`src/rtl/log_mult_pkg.sv`:
```
// rtl/log_mult_pkg.sv - shared constants and FSM state type for the Mitchell log multiplier
package log_mult_pkg;

  localparam int W    = 16;
  localparam int FRAC = W - 1;
  localparam int PW   = 2 * W;
  localparam int KW   = 4;

  typedef enum logic [2:0] {
    IDLE    = 3'd0,
    LOD_A   = 3'd1,
    LOD_B   = 3'd2,
    ADD     = 3'd3,
    ANTILOG = 3'd4,
    DONE    = 3'd5
  } state_t;

endpackage

```
`src/rtl/log_mult_lod_onehot_enc.sv`:
```
// rtl/log_mult_lod_onehot_enc.sv - combinational 16-bit one-hot to 4-bit index encoder
module lod_onehot_enc
  import log_mult_pkg::*;
(
  input  logic [W-1:0]  onehot,
  output logic [KW-1:0] idx
);

  always_comb begin
    idx = '0;
    for (int i = 0; i < W; i++) begin
      if (onehot[i]) idx = idx | KW'(i);
    end
  end

endmodule

```
`src/rtl/sixteen_bit_lod.sv`:
```
// rtl/sixteen_bit_lod.sv - 16-bit leading-one detector, one-hot output plus all-zero flag
module sixteen_bit_lod (
  input  logic [15:0] data,
  output logic [15:0] onehot,
  output logic        zero
);

  // Scan upward so the highest set bit is the one that survives.
  always_comb begin
    onehot = '0;
    for (int i = 0; i < 16; i++) begin
      if (data[i]) begin
        onehot    = '0;
        onehot[i] = 1'b1;
      end
    end
  end

  assign zero = ~|data;

endmodule

```
`src/rtl/log_mult_seq_ctrl.sv`:
```
// rtl/log_mult_seq_ctrl.sv - sequencing controller for the Mitchell log multiplier
// Time-shares one LOD between operands, then adds logs and antilog-shifts.
module log_mult_seq_ctrl
  import log_mult_pkg::*;
(
  input  logic          clk,
  input  logic          rst,
  input  logic          in_valid,
  output logic          in_ready,
  input  logic [W-1:0]  a,
  input  logic [W-1:0]  b,
  output logic          out_valid,
  input  logic          out_ready,
  output logic [PW-1:0] product,
  output logic          zero_flag,
  output logic          busy
);

  state_t          state;
  logic [W-1:0]    a_reg, b_reg;
  logic [KW-1:0]   ka, kb;
  logic [FRAC-1:0] xa, xb;
  logic            za, zb;
  logic [4:0]      shift;
  logic [W-1:0]    mant;

  logic [W-1:0]    lod_in, lod_onehot;
  logic            lod_zero;
  logic [KW-1:0]   lod_idx;
  logic [FRAC-1:0] lod_x;
  logic [W-1:0]    s_sum;
  logic [46:0]     mant_ext;

  assign lod_in = (state == LOD_B) ? b_reg : a_reg;

  sixteen_bit_lod u_lod (
    .data   (lod_in),
    .onehot (lod_onehot),
    .zero   (lod_zero)
  );

  lod_onehot_enc u_enc (
    .onehot (lod_onehot),
    .idx    (lod_idx)
  );

  // Normalise so the leading one sits at bit 15; the bits below it are the log fraction.
  assign lod_x    = FRAC'(lod_in << (KW'(FRAC) - lod_idx));
  assign s_sum    = {1'b0, xa} + {1'b0, xb};
  assign mant_ext = {31'b0, mant};

  assign in_ready = (state == IDLE);
  assign busy     = (state != IDLE);

  always_ff @(posedge clk or posedge rst) begin
    if (rst) begin
      state     <= IDLE;
      a_reg     <= '0;
      b_reg     <= '0;
      ka        <= '0;
      kb        <= '0;
      xa        <= '0;
      xb        <= '0;
      za        <= 1'b0;
      zb        <= 1'b0;
      shift     <= '0;
      mant      <= '0;
      product   <= '0;
      zero_flag <= 1'b0;
      out_valid <= 1'b0;
    end else begin
      case (state)
        IDLE: begin
          if (in_valid) begin
            a_reg <= a;
            b_reg <= b;
            state <= LOD_A;
          end
        end
        LOD_A: begin
          ka    <= lod_idx;
          xa    <= lod_x;
          za    <= lod_zero;
          state <= LOD_B;
        end
        LOD_B: begin
          kb    <= lod_idx;
          xb    <= lod_x;
          zb    <= lod_zero;
          state <= ADD;
        end
        ADD: begin
          // A fraction carry bumps the exponent; the mantissa keeps only the low fraction bits.
          shift <= {1'b0, ka} + {1'b0, kb} + 5'(s_sum[W-1]);
          mant  <= {1'b1, s_sum[FRAC-1:0]};
          state <= ANTILOG;
        end
        ANTILOG: begin
          product   <= (za | zb) ? '0 : PW'((mant_ext << shift) >> FRAC);
          zero_flag <= za | zb;
          out_valid <= 1'b1;
          state     <= DONE;
        end
        DONE: begin
          if (out_ready) begin
            out_valid <= 1'b0;
            state     <= IDLE;
          end
        end
        default: state <= IDLE;
      endcase
    end
  end

endmodule

```
`config.mk`:
```
export PLATFORM = sky130hd
export DESIGN_NAME = log_mult_seq_ctrl
export DESIGN_NICKNAME = d
export VERILOG_FILES = /design/src/rtl/log_mult_pkg.sv /design/src/rtl/log_mult_lod_onehot_enc.sv /design/src/rtl/sixteen_bit_lod.sv /design/src/rtl/log_mult_seq_ctrl.sv
export SDC_FILE = /design/constraint.sdc
export NUM_CORES = 1
export LEC_CHECK = 0
export BUFFER_PORTS_ARGS = -buffer_cell sky130_fd_sc_hd__buf_2
export CAP_MARGIN = 20
export CORE_MARGIN = 2
export CORE_UTILIZATION = 45
export DETAILED_ROUTE_END_ITERATION = 12
export MAX_ROUTING_LAYER = met4
export PLACE_DENSITY_LB_ADDON = 0.12
export SYNTH_ARGS = -nofsm -noshare
export SYNTH_HDL_FRONTEND = slang
export SYNTH_SLANG_ARGS = --single-unit
```
`constraint.sdc`:
```
create_clock -name clk -period 5.9 [get_ports clk]
set_clock_uncertainty 0.15 [all_clocks]
set_input_delay 1.18 -clock clk [delete_from_list [all_inputs] [get_ports clk]]
set_output_delay 1.18 -clock clk [all_outputs]
set_load 0.005 [all_outputs]
```
==> impl_results.md <==
- Min Tclk post-route: 4.20 ns
- Commonest cells after routing, fill and taps aside: 138 x nand2_1, 130 x dfrtp_1, 76 x o21ai_0, 71 x buf_2, 69 x nor2_1
- First-pass detailed-route iteration total: 5
- Reg-to-Reg Start: state[1]
- Num rows: 48
- Die area: 18,500 um^2
- Commonest non-fill, non-tap cell in the layout: nand2_1
- Setup tns final: 0 ns
- CTS root buf: clkbuf_16
- DR vias/cell: 5.83
- Worst path cell trace: nor3b_4 > nor2_1 > a32oi_2 > inv_1 > nor2_2 > a211oi_1 > nor4_1 > o221ai_1
- Share of layout cells above drive strength 1: 0.191
- Critical Path RT: 6.03 ns
- Max Transition Viols Final: 0
- Max Fclk: 238 MHz
- Inst Count DP: 1,129
- Post-cts repair resize count: 0
- EDFF count, synth: 0
- CTS Hold Bufs: 0
- Fin. Hold Viols: 0
- Area grow syn2layout: 13.9%
- Crit start category: flip-flop
- Synth Cell Area: 7840 um^2
- GRT Resource Usage Total: 0.250
- Reg2Reg Depth: 8
- DRT Wirelength: 21,100 um
- Largest net degree at the start of global routing: 59
- Tightest Pin Transition: 1.02 ns
- Pwr Total: 0.00630 W
- RR Endpoint: xb[10]
- Final #Nets: 980
- Worst skew pair latency: 0.42 ns
- IO buf count: 71
- Clk buf depth: 2
- First-pass GRT wire length: 35,200 um
- Clk slew on worst S/H paths: 0.06 ns
- Starting Density: 0.456
- Synth warnings: 0
- Slowest stage cell, crit path: nor3b_4
- H-tree depth: 4
- Initial antenna violation count: 0
- Worst rel slew slack: 0.311
- Routability cong.: 0.968
- Post-synthesis sequential area ratio: 0.415
- Post-CTS setup buffers: 0
- Routed Antenna Nets: 0
- Max FO, Critical Path: 20
- Final Cycle Share: 0.713
- # fillers: 1,693
- Final Core Density: 0.519
- Final cell count without fillers: 1,161
- GR Overflow Total: 0
- Status: finished, final reports clean
- Post-synthesis register bit count: 130
- Core Area: 17,200 um^2
- RSZ-0062 raised after global routing: false
- Setup Viol. Count Final: 0
- Vert. Die Dim: 136 um
- Worst min path class: reg -> reg
- Hold Path Stages: 2
- Min-Delay Startpoint: product[31]
- Iteration-0 DRC Markers: 520
- Hold endpoint: product[31]
- Top reg by flops: product
- Setup crit end kind: flip-flop
- Lkg Pwr: 3.99 nW
- Cell variety after synth: 80
- Critical Path AT: 4.33 ns
- CP delay by family, top: simple AND/OR/NAND/NOR gates
- Ys async rst share: 1.00
- Maximum VDD drop: 0.314 mV
- Die Width: 136 um
- Mapped Cells: 874
- Max reg flops: 32
- Ant diodes: 0
- CTS tree: yes
- Clock Sinks: 130
- CP max stage delay: 0.85 ns
- Crit Path Category: reg -> reg
- Syn Area/Cell: 8.97 um^2
- DR WL/cell: 18.2 um
- Syn Nets: 931
- Pwr per Cell Area: 706 nW/um^2
- Dpl hpwl: 15,600 um
- Vias in the first global route: 6,659
- Worst path bufs/invs: 1
- DR DRC count: 0
- Main synth FF type: dfrtp_1
- I/O pin total: 72
- Reg2Reg Setup Slack: 1.70 ns
- Max-cap check violation count: 0
- Vias post-DR: 6,766
- Total CTS buffers: 17
## layer usage
layer,wire length [um],GRT usage,up-vias
li1,-,-,3290
met1,9390,0.316,3248
met2,10300,0.406,189
met3,938,0.0459,39
met4,488,0.0862,0
met5,0,-,-
## worst max-delay path by stage
stage | cells after the start | start | endpoint
after floorplan | 1 | rst | a_reg[0]
after global placement | 8 | state[1] | xa[13]
after detailed placement | 8 | state[1] | xa[13]
after CTS | 8 | state[1] | xa[10]
after global routing | 8 | state[1] | xa[10]
final | 8 | state[1] | xb[10]
## Yosys cell counts (7+ instances only)
cell / number / area (um^2)
nand2_1: 138 / 518
dfrtp_1: 130 / 3250
o21ai_0: 76 / 380
nor2_1: 69 / 259
a21oi_1: 39 / 195
mux2_2: 36 / 405
mux2i_1: 35 / 350
clkbuf_1: 31 / 116
nor3_1: 27 / 135
inv_1: 25 / 93.8
ha_1: 18 / 225
nor4_1: 16 / 100
nand3_1: 15 / 75.1
o31ai_1: 12 / 90.1
buf_2: 11 / 55.1
a211oi_1: 10 / 75.1
o21ai_1: 10 / 50.1
xor2_1: 10 / 87.6
nand2b_1: 9 / 56.3
a22o_1: 8 / 70.1
o221ai_1: 8 / 70.1
buf_1: 7 / 26.3
o211ai_1: 7 / 52.6
## power by group
group / internal (W) / switching, W / leakage (nW)
combinational: 0.00137 / 0.00213 / 2.08
sequential: 0.00129 / 0.000458 / 1.63
clock: 0.000627 / 0.000423 / 0.281
## per-stage QoR
step                hold slack, ns  instance area [um^2]  setup WS (ns)
floorplan                    0.301                  7840           1.10
global placement             0.304                  8340           1.96
detailed placement           0.315                  8340           1.87
CTS                          0.328                  8920           1.82
global route                 0.352                  8920           1.28
finish                       0.321                  8920           1.70
## cell families (layout without fill, tap and decap cells)
| logic type | Yosys count | in the layout | share of synthesized area |
|---|---|---|---|
| muxes | 72 | 72 | 0.0984 |
| and+or+nand+nor | 327 | 327 | 0.197 |
| DFF | 130 | 130 | 0.415 |
| adders and majority gates | 21 | 21 | 0.0364 |
| xor gates and xnor gates | 13 | 13 | 0.0145 |
| buffers and inverters | 77 | 139 | 0.0396 |
| AOI/OAI and AO/OA | 234 | 234 | 0.199 |
## worst register-to-register path, stage by stage, from the launching register on
cell and delay (ns):
dfrtp_1 0.49, nor3b_4 0.86, nor2_1 0.22, a32oi_2 0.77, inv_1 0.34, nor2_2 0.45, a211oi_1 0.14, nor4_1 0.46
o221ai_1 0.18
## final cells by class
type | count | area, um^2 | share of cell area
Multi-Input combinational cell | 667 | 4270 | 0.479
Inverter | 26 | 100 | 0.0112
Sequential cell | 130 | 3250 | 0.365
Tap cell | 225 | 282 | 0.0316
Timing Repair Buffer | 81 | 430 | 0.0482
Clock buffer | 18 | 429 | 0.0481
Clock inverter | 14 | 155 | 0.0174
No activity file was read; power rests on OpenSTA's default activity.
